## src/rtl/raw_data_decode_fsm_pkg.sv

```systemverilog
// Shared constants for the raw-data encode/decode FSM pair: one-hot state
// encoding and lane geometry.
package raw_data_decode_fsm_pkg;

    localparam int NUM_LANES  = 4;
    localparam int LANE_IDX_W = 2;

    typedef enum logic [2:0] {
        ST_INIT    = 3'b001,
        ST_COLLECT = 3'b010,
        ST_PUSH    = 3'b100
    } state_t;

endpackage

```

## src/rtl/raw_data_decode_fsm.sv

```systemverilog
// Pops four encoded lane words (lane 0 first) from a FWFT input FIFO,
// reassembles them into one raw word and pushes it to the raw output FIFO.
module raw_data_decode_fsm
    import raw_data_decode_fsm_pkg::*;
#(
    parameter int LANE_W = 32,
    parameter int CNT_W  = 16
) (
    input  logic                        clk,
    input  logic                        reset,
    input  logic                        enc_fifo_empty,
    input  logic [LANE_W-1:0]           enc_fifo_dout,
    output logic                        enc_fifo_pop,
    input  logic                        raw_out_fifo_full,
    output logic                        raw_out_fifo_push,
    output logic [NUM_LANES*LANE_W-1:0] raw_out_fifo_din,
    output logic                        raw_out_fifo_clr,
    input  logic                        flush,
    output logic [LANE_IDX_W-1:0]       lane_sel,
    output logic                        busy,
    output logic [CNT_W-1:0]            word_count
);

    state_t                        state;
    state_t                        next_state;
    logic [LANE_IDX_W-1:0]         lane_idx;
    logic [NUM_LANES*LANE_W-1:0]   assembly;

    function automatic logic [CNT_W-1:0] sat_inc(input logic [CNT_W-1:0] v);
        return (&v) ? v : v + CNT_W'(1);
    endfunction

    always_ff @(posedge clk) begin
        if (reset) begin
            state <= ST_INIT;
        end else begin
            state <= next_state;
        end
    end

    always_comb begin
        next_state = ST_INIT;
        case (state)
            ST_INIT:    next_state = ST_COLLECT;
            ST_COLLECT: begin
                if (!flush && !enc_fifo_empty && (lane_idx == LANE_IDX_W'(NUM_LANES - 1)))
                    next_state = ST_PUSH;
                else
                    next_state = ST_COLLECT;
            end
            ST_PUSH: begin
                if (flush || !raw_out_fifo_full)
                    next_state = ST_COLLECT;
                else
                    next_state = ST_PUSH;
            end
            default:    next_state = ST_INIT;
        endcase
    end

    // Pop and push live in disjoint states, so they can never coincide.
    always_comb begin
        enc_fifo_pop      = 1'b0;
        raw_out_fifo_push = 1'b0;
        raw_out_fifo_clr  = 1'b0;
        busy              = 1'b0;
        case (state)
            ST_INIT:    raw_out_fifo_clr = 1'b1;
            ST_COLLECT: begin
                enc_fifo_pop = !flush && !enc_fifo_empty;
                busy         = (lane_idx != '0);
            end
            ST_PUSH: begin
                raw_out_fifo_push = !flush && !raw_out_fifo_full;
                busy              = 1'b1;
            end
            default:    ;
        endcase
    end

    always_ff @(posedge clk) begin
        if (reset) begin
            lane_idx   <= '0;
            assembly   <= '0;
            word_count <= '0;
        end else begin
            case (state)
                ST_COLLECT: begin
                    if (flush) begin
                        lane_idx <= '0;
                        assembly <= '0;
                    end else if (enc_fifo_pop) begin
                        assembly[int'(lane_idx)*LANE_W +: LANE_W] <= enc_fifo_dout;
                        // Two-bit index wraps 3 -> 0 as the word completes.
                        lane_idx <= lane_idx + LANE_IDX_W'(1);
                    end
                end
                ST_PUSH: begin
                    if (flush)
                        assembly <= '0;
                    else if (raw_out_fifo_push)
                        word_count <= sat_inc(word_count);
                end
                default:    lane_idx <= '0;
            endcase
        end
    end

    assign raw_out_fifo_din = assembly;
    assign lane_sel         = lane_idx;

endmodule

```

## config.mk

```make
export PLATFORM = sky130hd
export DESIGN_NAME = raw_data_decode_fsm
export DESIGN_NICKNAME = d
export VERILOG_FILES = /design/src/rtl/raw_data_decode_fsm_pkg.sv /design/src/rtl/raw_data_decode_fsm.sv
export SDC_FILE = /design/constraint.sdc
export NUM_CORES = 1
export LEC_CHECK = 0
export ABC_AREA = 1
export BUFFER_PORTS_ARGS = -buffer_cell sky130_fd_sc_hd__buf_2
export CORE_ASPECT_RATIO = 0.75
export CORE_MARGIN = 2
export CORE_UTILIZATION = 42
export CTS_BUF_LIST = sky130_fd_sc_hd__clkbuf_8
export CTS_CLUSTER_DIAMETER = 80
export DETAILED_ROUTE_END_ITERATION = 6
export GPL_TIMING_DRIVEN = 0
export PLACE_DENSITY = 0.71
export SETUP_SLACK_MARGIN = 0.5
export SYNTH_ARGS = -nofsm -noshare
export SYNTH_HDL_FRONTEND = slang
export SYNTH_SLANG_ARGS = --single-unit
```

## constraint.sdc

```tcl
create_clock -name clk -period 5.2 [get_ports clk]
set_input_delay 0.52 -clock clk [delete_from_list [all_inputs] [get_ports clk]]
set_output_delay 0.52 -clock clk [all_outputs]
set_load 0.05 [all_outputs]
```

==> impl_summary.md, run 1 <==
STA
For the final database, setup skew stands at 12.37 ps. The count of final max-slew check failures is 0. The transition time of the tightest slew-check pin is 754.0 ps. Setup violations remaining at the end of the flow were counted as 0. Setup repair after global routing left no endpoint under its margin. The count of final hold-check violations came to 0. The final critical delay including setup and external delays is 2476 ps. For the final routed database, the setup TNS stands at 0 ps. The worst max-slew margin expressed relative to the limit is 49.73%. In the finished design, the share of the clock period the worst path needs comes to 47.61%. Hold is met by 305.6 ps.

Timing would allow up to 404.0 MHz.

Logic synthesis
The mean area per synthesized cell is 6.425 µm². In the synthesized netlist, the number of instances is 1126. The most used flip-flop cell after synthesis is sky130_fd_sc_hd__dfxtp_1. The Yosys step of the flow raised 0 warnings.

Counting distinct cell types in the post-synthesis netlist gives 27. Sorting the synthesized cells by area gives the leading types as sky130_fd_sc_hd__dfxtp_1, sky130_fd_sc_hd__nand2_1, sky130_fd_sc_hd__inv_1. The synthesized netlist net count is 1169. Of the synthesized area, sequential elements account for 41.23%. The share of synthesized area in the top cell type comes to 41.23%.

Of all cell types, the one taking the most synthesized area is sky130_fd_sc_hd__dfxtp_1. The synthesized cell area is 7234 µm². The flip-flop and latch count after synthesis is 149.

The share of flip-flops with an asynchronous set or reset after synthesis is 0%. In this run, synthesis inferred 0 flip-flops with an integrated enable.

Power
The internal power of the cells totals 1.737 mW. The clock network accounts for 37.7% of the total power. Overall power consumption after layout is estimated at 2.481 mW. The combinational power share is 14.4%. Net switching is 29.97% of the power. The power density over the cells is 280.8 nW/µm². The analysis attributes to cell leakage a power of 4.397 nW. The sequential cell fraction of total power is 47.9%. The highest ir drop seen on vdd is 0.1949 mV. The net switching power is 0.7436 mW.

Floorplan
For this design the top-level I/O count stands at 187. The area of the core region is 16830 µm². The die is 155.5 µm wide. The number of core rows is 41. The total die area is 18300 µm². The die height is 117.7 µm. The starting density of the core is 43.00%.

Drt
The final wirelength is 23490 µm. The first TritonRoute pass finished after 5 iterations. Dividing the detail-routed wire length by the instance count gives 15.08 µm. In the routed design, unresolved DRC markers number 0. The post-detailed-route count of antenna-violating nets is 0. The average vias per placed instance is 4.962. After the first detailed-routing iteration, the DRC count stood at 921. The total via count in the routed design is 7726.

Setup path
The required time of the worst setup path is 4680 ps. The critical path class is reg2out. STA classifies the critical path startpoint as a flop. The critical path starts at state[1]$_SDFF_PP0_.

The worst setup path is captured at an output port. Data on the critical path arrives at its endpoint at 1960 ps. The critical path ends at raw_out_fifo_push. The worst-path maximum fanout is 10. The endpoint identified for the worst register-to-register timing path is raw_out_fifo_din[74]$_SDFFE_PP0P_. In this run the register-to-register setup slack is 2890 ps. Counting cells, the worst reg-to-reg path comes to 8. The worst register-to-register path begins at lane_sel[0]$_SDFFE_PP0P_.

Clock tree
The total number of H-tree levels is 4. The count of hold-fix buffers inserted at cts is 0. The number of clock sinks seen by CTS is 149. The post-cts sizing count is 0. The longest clock path from root to sink contains 2 buffers.

The clock latency of the later-clocked register in the worst-skew pair is 470 ps. After clock tree synthesis, the clock-pin slew on the worst setup and hold paths is 80 ps. The cell sitting at the root of the clock tree is a sky130_fd_sc_hd__clkbuf_8. The post-CTS repair timing setup buffer count is 0. Buffers inserted during clock tree synthesis total 17. The clock tree from TritonCTS is built.

Min path
The startpoint identified for the worst hold timing path is enc_fifo_dout[11]. In this run the worst hold path is classified as in2reg.

Placement
The number of buffer cells added on primary ports is 185. Including well taps, the total number of placed cells is 1526. Detailed placement ended at an HPWL of 17840 µm.

The final weighted congestion of routability-driven global placement is 0.9371.

Status
The flow ran to the end, and the final reports show no timing, DRC or antenna violations.

Final layout
The antenna cell count is 0. Cells with a size suffix above 1 make up 20.04% of the layout. The post-layout instance count excluding filler cells is 1557.

Relative to the synthesized area, the layout overhead comes to 22.12%. Fill cells in the final layout number 1729. The utilization after layout is 52.51%. The net count reported at finish is 1373.

Global route
The first global-routing pass estimated 35910 µm of wire. Global routing used 35.18% of the available met2 tracks. Entering global routing, the biggest net connects 17 pins.

met1 is the most crowded layer. For this run, global-route usage on met3 was measured as 5.449%. The global-route met1 utilization is 38.66%. The initial antenna violation count is 2. The via count of the first global-routing pass was 6514. The total overflow left after global routing is 0. The total track usage is 25.46%.

Run
Across the run, the number of max-cap violations was 0.
sequential cells by signal, indices dropped and copies added (netlist names):
name,flops
raw_out_fifo_din,128
state,3
lane_sel,2
word_count,16
worst max-delay path, stage by stage, from the launching register on:
cell,delay [ps]
sky130_fd_sc_hd__dfxtp_1,330
sky130_fd_sc_hd__nor2_1,130
sky130_fd_sc_hd__nand2_2,110
sky130_fd_sc_hd__buf_6,170
sky130_fd_sc_hd__nor3_4,230
sky130_fd_sc_hd__buf_4,240
sky130_fd_sc_hd__buf_2,280
through the flow:
stage / instance area [µm²] / setup WS (ps)
after floorplan: 7234 / 2368
after global placement: 8429 / 2963
after detailed placement: 8429 / 2928
after CTS: 8835 / 2696
after global routing: 8835 / 2625
final: 8835 / 2724
power by group through the flow:
stage	logic (mW)	clock network [mW]	registers, mW
final	0.357	0.936	1.19
after global routing	0.386	1.00	1.19
after CTS	0.352	0.951	1.19
after detailed placement	0.351	0	1.21
after global placement	0.348	0	1.21
after floorplan	0.155	0	1.31
placed cells by master, fill, tap and decap left out, types with 18 or more instances in the layout:
| master | count |
|---|---|
| sky130_fd_sc_hd__inv_1 | 174 |
| sky130_fd_sc_hd__clkbuf_1 | 29 |
| sky130_fd_sc_hd__buf_2 | 218 |
| sky130_fd_sc_hd__nor3_1 | 54 |
| sky130_fd_sc_hd__clkbuf_8 | 18 |
| sky130_fd_sc_hd__o21ai_0 | 36 |
| sky130_fd_sc_hd__nor2_1 | 164 |
| sky130_fd_sc_hd__dfxtp_1 | 149 |
| sky130_fd_sc_hd__a21oi_1 | 108 |
| sky130_fd_sc_hd__nand2_1 | 267 |
| sky130_fd_sc_hd__nand3_1 | 69 |
cell usage after synthesis (2+ instances only):
cell and count:
sky130_fd_sc_hd__nor3_1 54, sky130_fd_sc_hd__ha_1 6, sky130_fd_sc_hd__o21ai_0 36, sky130_fd_sc_hd__nor2_1 164, sky130_fd_sc_hd__inv_1 172, sky130_fd_sc_hd__xor2_1 2, sky130_fd_sc_hd__inv_2 3, sky130_fd_sc_hd__a21oi_1 108
sky130_fd_sc_hd__dfxtp_1 149, sky130_fd_sc_hd__buf_6 3, sky130_fd_sc_hd__nand3b_1 2, sky130_fd_sc_hd__clkbuf_1 29, sky130_fd_sc_hd__buf_2 33, sky130_fd_sc_hd__clkinv_1 2, sky130_fd_sc_hd__nand4_1 8, sky130_fd_sc_hd__nand3_1 69
sky130_fd_sc_hd__nor2_2 2, sky130_fd_sc_hd__nand3_2 8, sky130_fd_sc_hd__nand2_2 2, sky130_fd_sc_hd__nand2_1 267
routing by layer:
metal	routed length, µm	share of wire [%]
met1	11040	47
met2	9455	40
met3	2399	10
met4	563	2.4
met5	25	0.11
kinds of logic (layout without fill, tap and decap cells):
kind of cell             after synthesis  after routing  share of synthesized area [%]
buffers and inverters                244            460                          13.59
AO/OA/AOI/OAI                        146            146                          10.17
AND/OR/NAND/NOR                      578            578                          33.60
XOR/XNOR                               3              3                         0.3633
flip-flops                           149            149                          41.23
adder cells (fa/ha/maj)                6              6                          1.038
final cells by class:
cell class              instances  area, µm²  share of cell area, %
well taps                     215      269.0                  3.045
plain buffers                  67      319.1                  3.611
inverters                     177      664.4                  7.520
repair buffers                185      925.9                  10.48
clock inverters                13      157.7                  1.784
flip-flops and latches        149       2983                  33.76
clock buffers                  18      247.7                  2.804
multi-input cells             733       3268                  36.99
worst min-delay path by stage:
stage	to	cells after the start
CTS	raw_out_fifo_din[11]$_SDFFE_PP0P_	3
global placement	raw_out_fifo_din[23]$_SDFFE_PP0P_	2
floorplan	state[1]$_SDFF_PP0_	4
detailed placement	raw_out_fifo_din[96]$_SDFFE_PP0P_	2
global route	raw_out_fifo_din[17]$_SDFFE_PP0P_	3
finish	raw_out_fifo_din[11]$_SDFFE_PP0P_	3
Power figures use the tool's default switching activity.
==> inputs of run 2 (changes only) <==
--- a/config.mk
+++ b/config.mk
@@ -14,7 +14,7 @@
 export CTS_CLUSTER_DIAMETER = 80
 export DETAILED_ROUTE_END_ITERATION = 6
 export GPL_TIMING_DRIVEN = 0
-export PLACE_DENSITY = 0.71
+export PLACE_DENSITY = 0.73
 export SETUP_SLACK_MARGIN = 0.5
 export SYNTH_ARGS = -nofsm -noshare
 export SYNTH_HDL_FRONTEND = slang
==> constraint.sdc (replaced) <==
create_clock -name clk -period 2.05 [get_ports clk]
set_input_delay 0.205 -clock clk [delete_from_list [all_inputs] [get_ports clk]]
set_output_delay 0.205 -clock clk [all_outputs]
set_load 0.05 [all_outputs]
==> impl_summary.md, run 2 (synthesis results as in run 1) <==
Status
The run finished, with violations left. The final reports fail on DRC.

Floorplan
The die height is 117.7 µm (unchanged). The starting density of the core is 43.00% (unchanged). The total die area is 18300 µm² (unchanged). The width of the chip is 155.5 µm (unchanged). The number of core rows is 41 (unchanged). The number of top-level design ports is 187 (unchanged). The area of the core region is 16830 µm² (unchanged).

Power
The cell leakage power is 5.478 nW (+25%). The highest ir drop seen on vdd is 0.4688 mV (+140%). The power density over the cells was 588.2 nW/µm² (+110%).

Final layout
The post-layout instance count excluding filler cells came to 1659 (+6.6%). Compared with the post-synthesis result, the final layout area differs by 63.40%. Leaving out fill and tap cells, the most frequent cells in the layout are sky130_fd_sc_hd__nand2_1, sky130_fd_sc_hd__buf_2, sky130_fd_sc_hd__inv_1, sky130_fd_sc_hd__nor2_1, sky130_fd_sc_hd__dfxtp_1. The antenna cell count was 0 (unchanged). The most frequent standard cell in the layout excluding fill and tap cells is sky130_fd_sc_hd__nand2_1. The net count reported at finish is 1474 (+7.4%). The number of flip-flops under the largest register name is 128 (unchanged). The layout cell share with drive strength beyond 1 is 44.46% (+24 points). The number of fillers in the final layout was 1083 (-37%).

Clock tree
The clock latency of the later-clocked register in the worst-skew pair came to 490 ps (+20 ps). The number of clock sinks seen by CTS is 149 (unchanged). The worst-case clock buffer depth is 2 (unchanged). The clock tree from TritonCTS is built. The total number of H-tree levels is 4 (unchanged).

In this run the clock root is driven by a sky130_fd_sc_hd__clkbuf_8. The clock transition at the registers of the reported paths was 90 ps (about the same). The number of clock buffers inserted by TritonCTS is 17 (unchanged).

Setup path
Traced cell by cell, the critical path runs through buf_4 > ha_1 > inv_1 > nor2_2 > nand2_1 > clkbuf_4 > nor3_1 > nand3_1 > a21oi_1. The largest incremental delay on the critical path came to 390 ps (+60 ps). The critical path launch point type is a flop. The kind of end point of the critical path is a flop. The cell depth of the worst flop-to-flop path is 9 (+1). The worst-path maximum fanout is 10 (unchanged). The required time of the worst setup path came to 2460 ps (-2220 ps). The kind of cell with the highest combined delay on the critical path is simple AND/OR/NAND/NOR gates. The logic depth of the worst setup path including buffers is 9 (+3). The number of buffers and inverters on the critical path came to 3 (unchanged).

The critical path class is reg2reg. On the critical path, the stage with the largest delay is an instance of sky130_fd_sc_hd__dfxtp_4. The data arrival time of the critical path is 2430 ps (+470 ps).

STA
The transition time of the tightest slew-check pin was 871.0 ps (+117.0 ps). The post-route fraction of the period consumed by the critical path is 98.28%. The worst hold slack across all endpoints is 1.047 ps (-304.5 ps). The clock skew is 10.50 ps (-1.872 ps). The count of final max-slew check failures was 0 (unchanged).

The count of final hold-check violations came to 0 (unchanged). The maximum clock frequency is 496.4 MHz. The final critical delay including setup and external delays is 2015 ps.

The worst max-slew margin expressed relative to the limit came to 41.93% (-7.8 points). The final sum of negative setup slack was 0 ps (unchanged). Setup repair after global routing could not meet its margin everywhere. The final-report setup violation count is 0 (unchanged).

Drt
The average detailed-routed wire length per instance is 22.63 µm (+50%). The final wirelength is 37540 µm (+60%). The post-detailed-route count of antenna-violating nets is 0 (unchanged). The starting DRC count in detailed routing is 1707 (+85%). The total iterations of the first detailed-routing run is 7 (+2). The average vias per placed instance was 5.964 (+20%). The total via count in the routed design is 9895 (+28%).

The total DRC errors in the routed layout is 28 (+28).

Global route
The first-pass GRT wire length is 42670 µm (+19%). The via count of the first global-routing pass is 7883 (+21%). The initial antenna violation count is 2 (unchanged). The global-route congestion overflow total was 0 (unchanged). The maximum number of pins on one net before global-route repair is 17 (unchanged).

The total track usage is 30.03% (+4.6 points).

Placement
The final weighted congestion of routability-driven global placement is 0.9664 (+3.1%). The number of buffer cells added on primary ports is 185 (unchanged). The number of placed instances with taps included is 1526 (unchanged).

The HPWL after detailed placement is 18190 µm (+1.9%).

Run
The number of max-capacitance violations reported came to 0 (unchanged).

Min path
The worst hold path belongs to the class in2reg. The number of cells on the worst hold path was 3 (unchanged).
==> run 2: cell types whose count changed in the layout (fill, tap and decap cells not counted), moves of 27 or more <==
cell / previous run / this run
sky130_fd_sc_hd__buf_6: 3 / 65
sky130_fd_sc_hd__nor3_4: 1 / 28
sky130_fd_sc_hd__nand3_1: 69 / 38
sky130_fd_sc_hd__buf_4: 1 / 38
sky130_fd_sc_hd__a21oi_2: 0 / 54
sky130_fd_sc_hd__a21oi_1: 108 / 52
sky130_fd_sc_hd__nor2_1: 164 / 137
sky130_fd_sc_hd__o21ai_0: 36 / 6
sky130_fd_sc_hd__buf_2: 218 / 185
sky130_fd_sc_hd__nor3_1: 54 / 16
sky130_fd_sc_hd__nand2_2: 2 / 39
sky130_fd_sc_hd__nand2_1: 267 / 214
==> run 2: final timing paths <==
path,start,endpoint,slack [ps]
min reg2reg,raw_out_fifo_din[106]$_SDFFE_PP0P_,raw_out_fifo_din[106]$_SDFFE_PP0P_,460
max reg2reg,lane_sel[0]$_SDFFE_PP0P_,raw_out_fifo_din[117]$_SDFFE_PP0P_,40
max,lane_sel[0]$_SDFFE_PP0P_,raw_out_fifo_din[117]$_SDFFE_PP0P_,40
min,enc_fifo_dout[15],raw_out_fifo_din[15]$_SDFFE_PP0P_,1
==> run 2: worst reg2reg max path, cell delays in order, from the launching register on <==
cell and delay (ps):
sky130_fd_sc_hd__dfxtp_4 390, sky130_fd_sc_hd__buf_4 120, sky130_fd_sc_hd__ha_1 140, sky130_fd_sc_hd__inv_1 140
sky130_fd_sc_hd__nor2_2 220, sky130_fd_sc_hd__nand2_1 160, sky130_fd_sc_hd__clkbuf_4 230, sky130_fd_sc_hd__nor3_1 250
sky130_fd_sc_hd__nand3_1 130, sky130_fd_sc_hd__a21oi_1 160
==> run 2: where the power goes <==
| part | leakage (nW) | internal (mW) | switching [mW] | total [mW] |
|---|---|---|---|---|
| Clock | 0.210 | 1.18 | 1.26 | 2.44 |
| Sequential | 1.21 | 2.97 | 0.0598 | 3.03 |
| Combinational | 4.06 | 0.474 | 1.01 | 1.49 |
| Total | 5.48 | 4.62 | 2.33 | 6.95 |
==> run 2: cell type report <==
cell class	count	area [µm²]	share of cell area (%)
Timing Repair inverter	1	7.507	0.06351
Tap cell	215	269.0	2.276
Timing Repair Buffer	283	2088	17.67
Buffer	67	653.1	5.525
Multi-Input combinational cell	735	4691	39.68
Inverter	177	690.7	5.843
Clock inverter	12	126.4	1.069
Sequential cell	149	3020	25.55
Clock buffer	20	275.3	2.329
==> run 2: routing by layer <==
layer / wire length (µm) / global-route usage (%)
met1: 13380 / 41.05
met2: 15120 / 43.64
met3: 5716 / 9.021
met4: 3292 / 13.19
met5: 27 / 0
==> run 2: timing repair <==
item | CTS | global route
hold buffers | 1 | 0
hold endpoints to repair | 1 | 0
gates cloned | 21 | 9
setup endpoints to repair | 146 | 149
pin swaps | 37 | 131
buffers inserted | 42 | 28
gates resized for setup | 222 | 301
==> run 2: stage by stage <==
step | utilization (%) | setup WS [ps] | power (mW) | instance area (µm²)
3_3_place_gp | 50.99 | 141.7 | 3.968 | 8579
5_1_grt | 70.26 | 19.25 | 7.094 | 11820
2_1_floorplan | - | 379.9 | 3.711 | 7385
3_5_place_dp | 50.99 | 98.09 | 3.979 | 8579
4_1_cts | 61.63 | 291.6 | 6.518 | 10370
6_report | 70.26 | 35.36 | 6.953 | 11820
==> inputs of run 3 (changes only) <==
--- a/config.mk
+++ b/config.mk
@@ -15,7 +15,6 @@
 export DETAILED_ROUTE_END_ITERATION = 6
 export GPL_TIMING_DRIVEN = 0
 export PLACE_DENSITY = 0.73
-export SETUP_SLACK_MARGIN = 0.5
 export SYNTH_ARGS = -nofsm -noshare
 export SYNTH_HDL_FRONTEND = slang
 export SYNTH_SLANG_ARGS = --single-unit
==> impl_summary.md, run 3 (synthesis results as in run 1) <==
STA
The maximum clock frequency is 513.0 MHz (+3.4%). The worst hold slack across all endpoints is 24.03 ps (+22.99 ps). The transition time of the tightest slew-check pin is 737.7 ps (-133.3 ps). Setup repair after global routing left no endpoint under its margin.

The count of final hold-check violations is 0 (unchanged). The clock skew came to 15.14 ps (+4.639 ps). The final critical delay including setup and external delays was 1949 ps (-65.38 ps).

The post-route fraction of the period consumed by the critical path came to 95.09% (-3.2 points). The worst max-slew margin expressed relative to the limit was 50.82% (+8.9 points). The final-report setup violation count came to 0 (unchanged). The minimum setup slack in the final design was 100.7 ps (+65.38 ps). The count of final max-slew check failures is 0 (unchanged).

Final layout
The number of fillers in the final layout is 1728 (+60%). From synthesis to final layout, the design area changed by 24.06%. The net count reported at finish is 1376 (-6.6%). The number of flip-flops under the largest register name is 128 (unchanged).

The library cells used most frequently in the layout, excluding fill and tap cells, are sky130_fd_sc_hd__nand2_1, sky130_fd_sc_hd__buf_2, sky130_fd_sc_hd__inv_1, sky130_fd_sc_hd__nor2_1, sky130_fd_sc_hd__dfxtp_1. The layout cell share with drive strength beyond 1 was 21.47% (-23 points). The footprint of the multi-input gates is 3298 µm² (-30%). The utilization after layout is 53.34% (-17 points). The final non-filler cell area came to 8975 µm² (-24%).

The most frequent standard cell in the layout excluding fill and tap cells is sky130_fd_sc_hd__nand2_1. The area of all sequential standard cells is 2988 µm² (-1.1%).

Drt
The total via count in the routed design came to 7763 (-22%). The post-detailed-route count of antenna-violating nets came to 0 (unchanged). The total DRC errors in the routed layout came to 0 (-100%). The average detailed-routed wire length per instance is 15.28 µm (-32%). The final wirelength was 23870 µm (-36%). The total iterations of the first detailed-routing run is 5 (-2). The starting DRC count in detailed routing came to 656 (-62%). The average vias per placed instance is 4.970 (-17%).

Setup path
The critical path is of the reg2reg type. The largest individual stage delay along the critical path comes from the cell sky130_fd_sc_hd__dfxtp_4. The worst register-to-register path begins at lane_sel[0]$_SDFFE_PP0P_.

The cell seen most often among critical-path stages is sky130_fd_sc_hd__buf_2. The data arrival time of the critical path is 2300 ps (-130 ps). The required time of the worst setup path is 2410 ps (-50 ps). The worst-path maximum fanout is 10 (unchanged). The largest incremental delay on the critical path is 380 ps (about the same).

The setup slack on the worst flop-to-flop path is 100 ps (+70 ps). STA classifies the critical path endpoint as a flop. The endpoint identified for the worst register-to-register timing path is raw_out_fifo_din[70]$_SDFFE_PP0P_. The worst setup path is launched from a flop. The cell depth of the worst flop-to-flop path was 9 (unchanged). Traced cell by cell, the critical path runs through inv_2 > ha_1 > inv_1 > nand4_1 > buf_2 > buf_2 > nor3_1 > o21ai_0 > nor2_1.

Power
The combinational power share is 13.8% (-7.6 points). The net switching power is 1.925 mW (-18%). The cell leakage power was 4.463 nW (-19%). The net switching share of the total power is 29.08% (-4.5 points). The power density over the cells is 737.7 nW/µm² (+25%). The portion of total power attributed to the clock network was 40.7% (+5.6 points). The sequential cell fraction of total power is 45.5% (+1.9 points).

The highest ir drop seen on vdd is 0.3895 mV (-17%). The internal power of the cells came to 4.695 mW (+1.7%).

Clock tree
The worst-case clock buffer depth is 2 (unchanged). The total number of H-tree levels was 4 (unchanged). The number of clock sinks seen by CTS came to 149 (unchanged).

TritonCTS built the clock tree. The number of clock buffers inserted by TritonCTS is 17 (unchanged). The clock latency of the later-clocked register in the worst-skew pair came to 470 ps (-20 ps). The clock transition at the registers of the reported paths came to 90 ps (about the same). The clock root buffer master is sky130_fd_sc_hd__clkbuf_8.

Floorplan
The total die area is 18300 µm² (unchanged). The number of top-level design ports came to 187 (unchanged). The number of core rows is 41 (unchanged).

The starting density of the core came to 43.00% (unchanged). The die height is 117.7 µm (unchanged). The area of the core region is 16830 µm² (unchanged). The width of the chip is 155.5 µm (unchanged).

Global route
The first-pass GRT wire length was 36940 µm (-13%). The via count of the first global-routing pass is 6917 (-12%). The maximum number of pins on one net before global-route repair was 17 (unchanged). The initial antenna violation count was 1 (-1). The total track usage was 25.96% (-4.1 points). The global-route congestion overflow total came to 0 (unchanged).

Placement
The post-place setup slack was -120.1 ps (-218.2 ps). The final weighted congestion of routability-driven global placement is 0.9598 (-0.68%). The number of buffer cells added on primary ports was 185 (unchanged). The HPWL after detailed placement is 18170 µm (-0.12%). The area after detailed placement was 8437 µm² (-1.7%).

Min path
The number of cells on the worst hold path is 3 (unchanged). The min-delay analysis places its worst path in the category in2reg. The worst-case hold path end point is raw_out_fifo_din[2]$_SDFFE_PP0P_. The hold path startpoint is enc_fifo_dout[2].

Run
The number of max-capacitance violations reported is 0 (unchanged).

Status
The flow ran to the end, and the final reports show no timing, DRC or antenna violations.
==> run 3: layout make-up <==
type / instances / area share, %
Antenna cell: 1 / 0.02788
Buffer: 67 / 3.680
Clock buffer: 19 / 2.914
Clock inverter: 13 / 2.258
Inverter: 177 / 7.417
Multi-Input combinational cell: 733 / 36.75
Sequential cell: 149 / 33.29
Tap cell: 215 / 2.997
Timing Repair Buffer: 188 / 10.66
==> run 3: repair_timing <==
action	in CTS	in global routing
hold buffers	1	0
cloned	0	0
pin swaps	1	0
setup endpoints to repair	32	84
hold endpoints to repair	1	0
setup buffers	1	1
gates resized for setup	6	20
==> run 3: power groups by stage <==
stage	clock network [mW]	registers (mW)	logic, mW
floorplan	0	3.31	0.395
global placement	0	3.08	0.885
detailed placement	0	3.08	0.892
CTS	2.71	3.01	0.898
global route	2.84	3.02	0.991
finish	2.70	3.01	0.912
==> run 3: worst max path at each step <==
stage | cells after the start | to | start | slack [ps]
2_1_floorplan | 8 | raw_out_fifo_din[65]$_SDFFE_PP0P_ | lane_sel[0]$_SDFFE_PP0P_ | 30
3_3_place_gp | 7 | raw_out_fifo_din[82]$_SDFFE_PP0P_ | lane_sel[0]$_SDFFE_PP0P_ | -80
3_5_place_dp | 7 | raw_out_fifo_din[82]$_SDFFE_PP0P_ | lane_sel[0]$_SDFFE_PP0P_ | -120
4_1_cts | 8 | raw_out_fifo_din[74]$_SDFFE_PP0P_ | lane_sel[0]$_SDFFE_PP0P_ | 30
5_1_grt | 9 | raw_out_fifo_din[70]$_SDFFE_PP0P_ | lane_sel[0]$_SDFFE_PP0P_ | 1
6_report | 9 | raw_out_fifo_din[70]$_SDFFE_PP0P_ | lane_sel[0]$_SDFFE_PP0P_ | 100
==> run 3: stage by stage <==
| step | TNS [ps] | std cells | power, mW |
|---|---|---|---|
| after floorplan | 0 | 1126 | 3.706 |
| after detailed placement | -1120 | 1526 | 3.973 |
| after CTS | 0 | 1560 | 6.624 |
| final | 0 | 1562 | 6.621 |
| after global placement | -212.8 | 1526 | 3.963 |
| after global routing | 0 | 1561 | 6.855 |
==> run 3: critical path, delay by kind of cell (launching register included) <==
family                   cells  cell delay [ps]
AO/OA/AOI/OAI                1              270
adder cells (fa/ha/maj)      1              230
buffers and inverters        4              710
flip-flops                   1              380
AND/OR/NAND/NOR              3              240
==> run 3: per-layer routing <==
layer  GRT usage [%]  vias to the layer above  part of all wire (%)  routed length (µm)
li1                -                     3900                     -                   -
met1           37.43                     3454                    46               10980
met2           36.01                      368                    40                9611
met3           8.873                       41                    11                2673
met4           8.486                        0                   2.5                 597
met5               0                        -                     0                   0
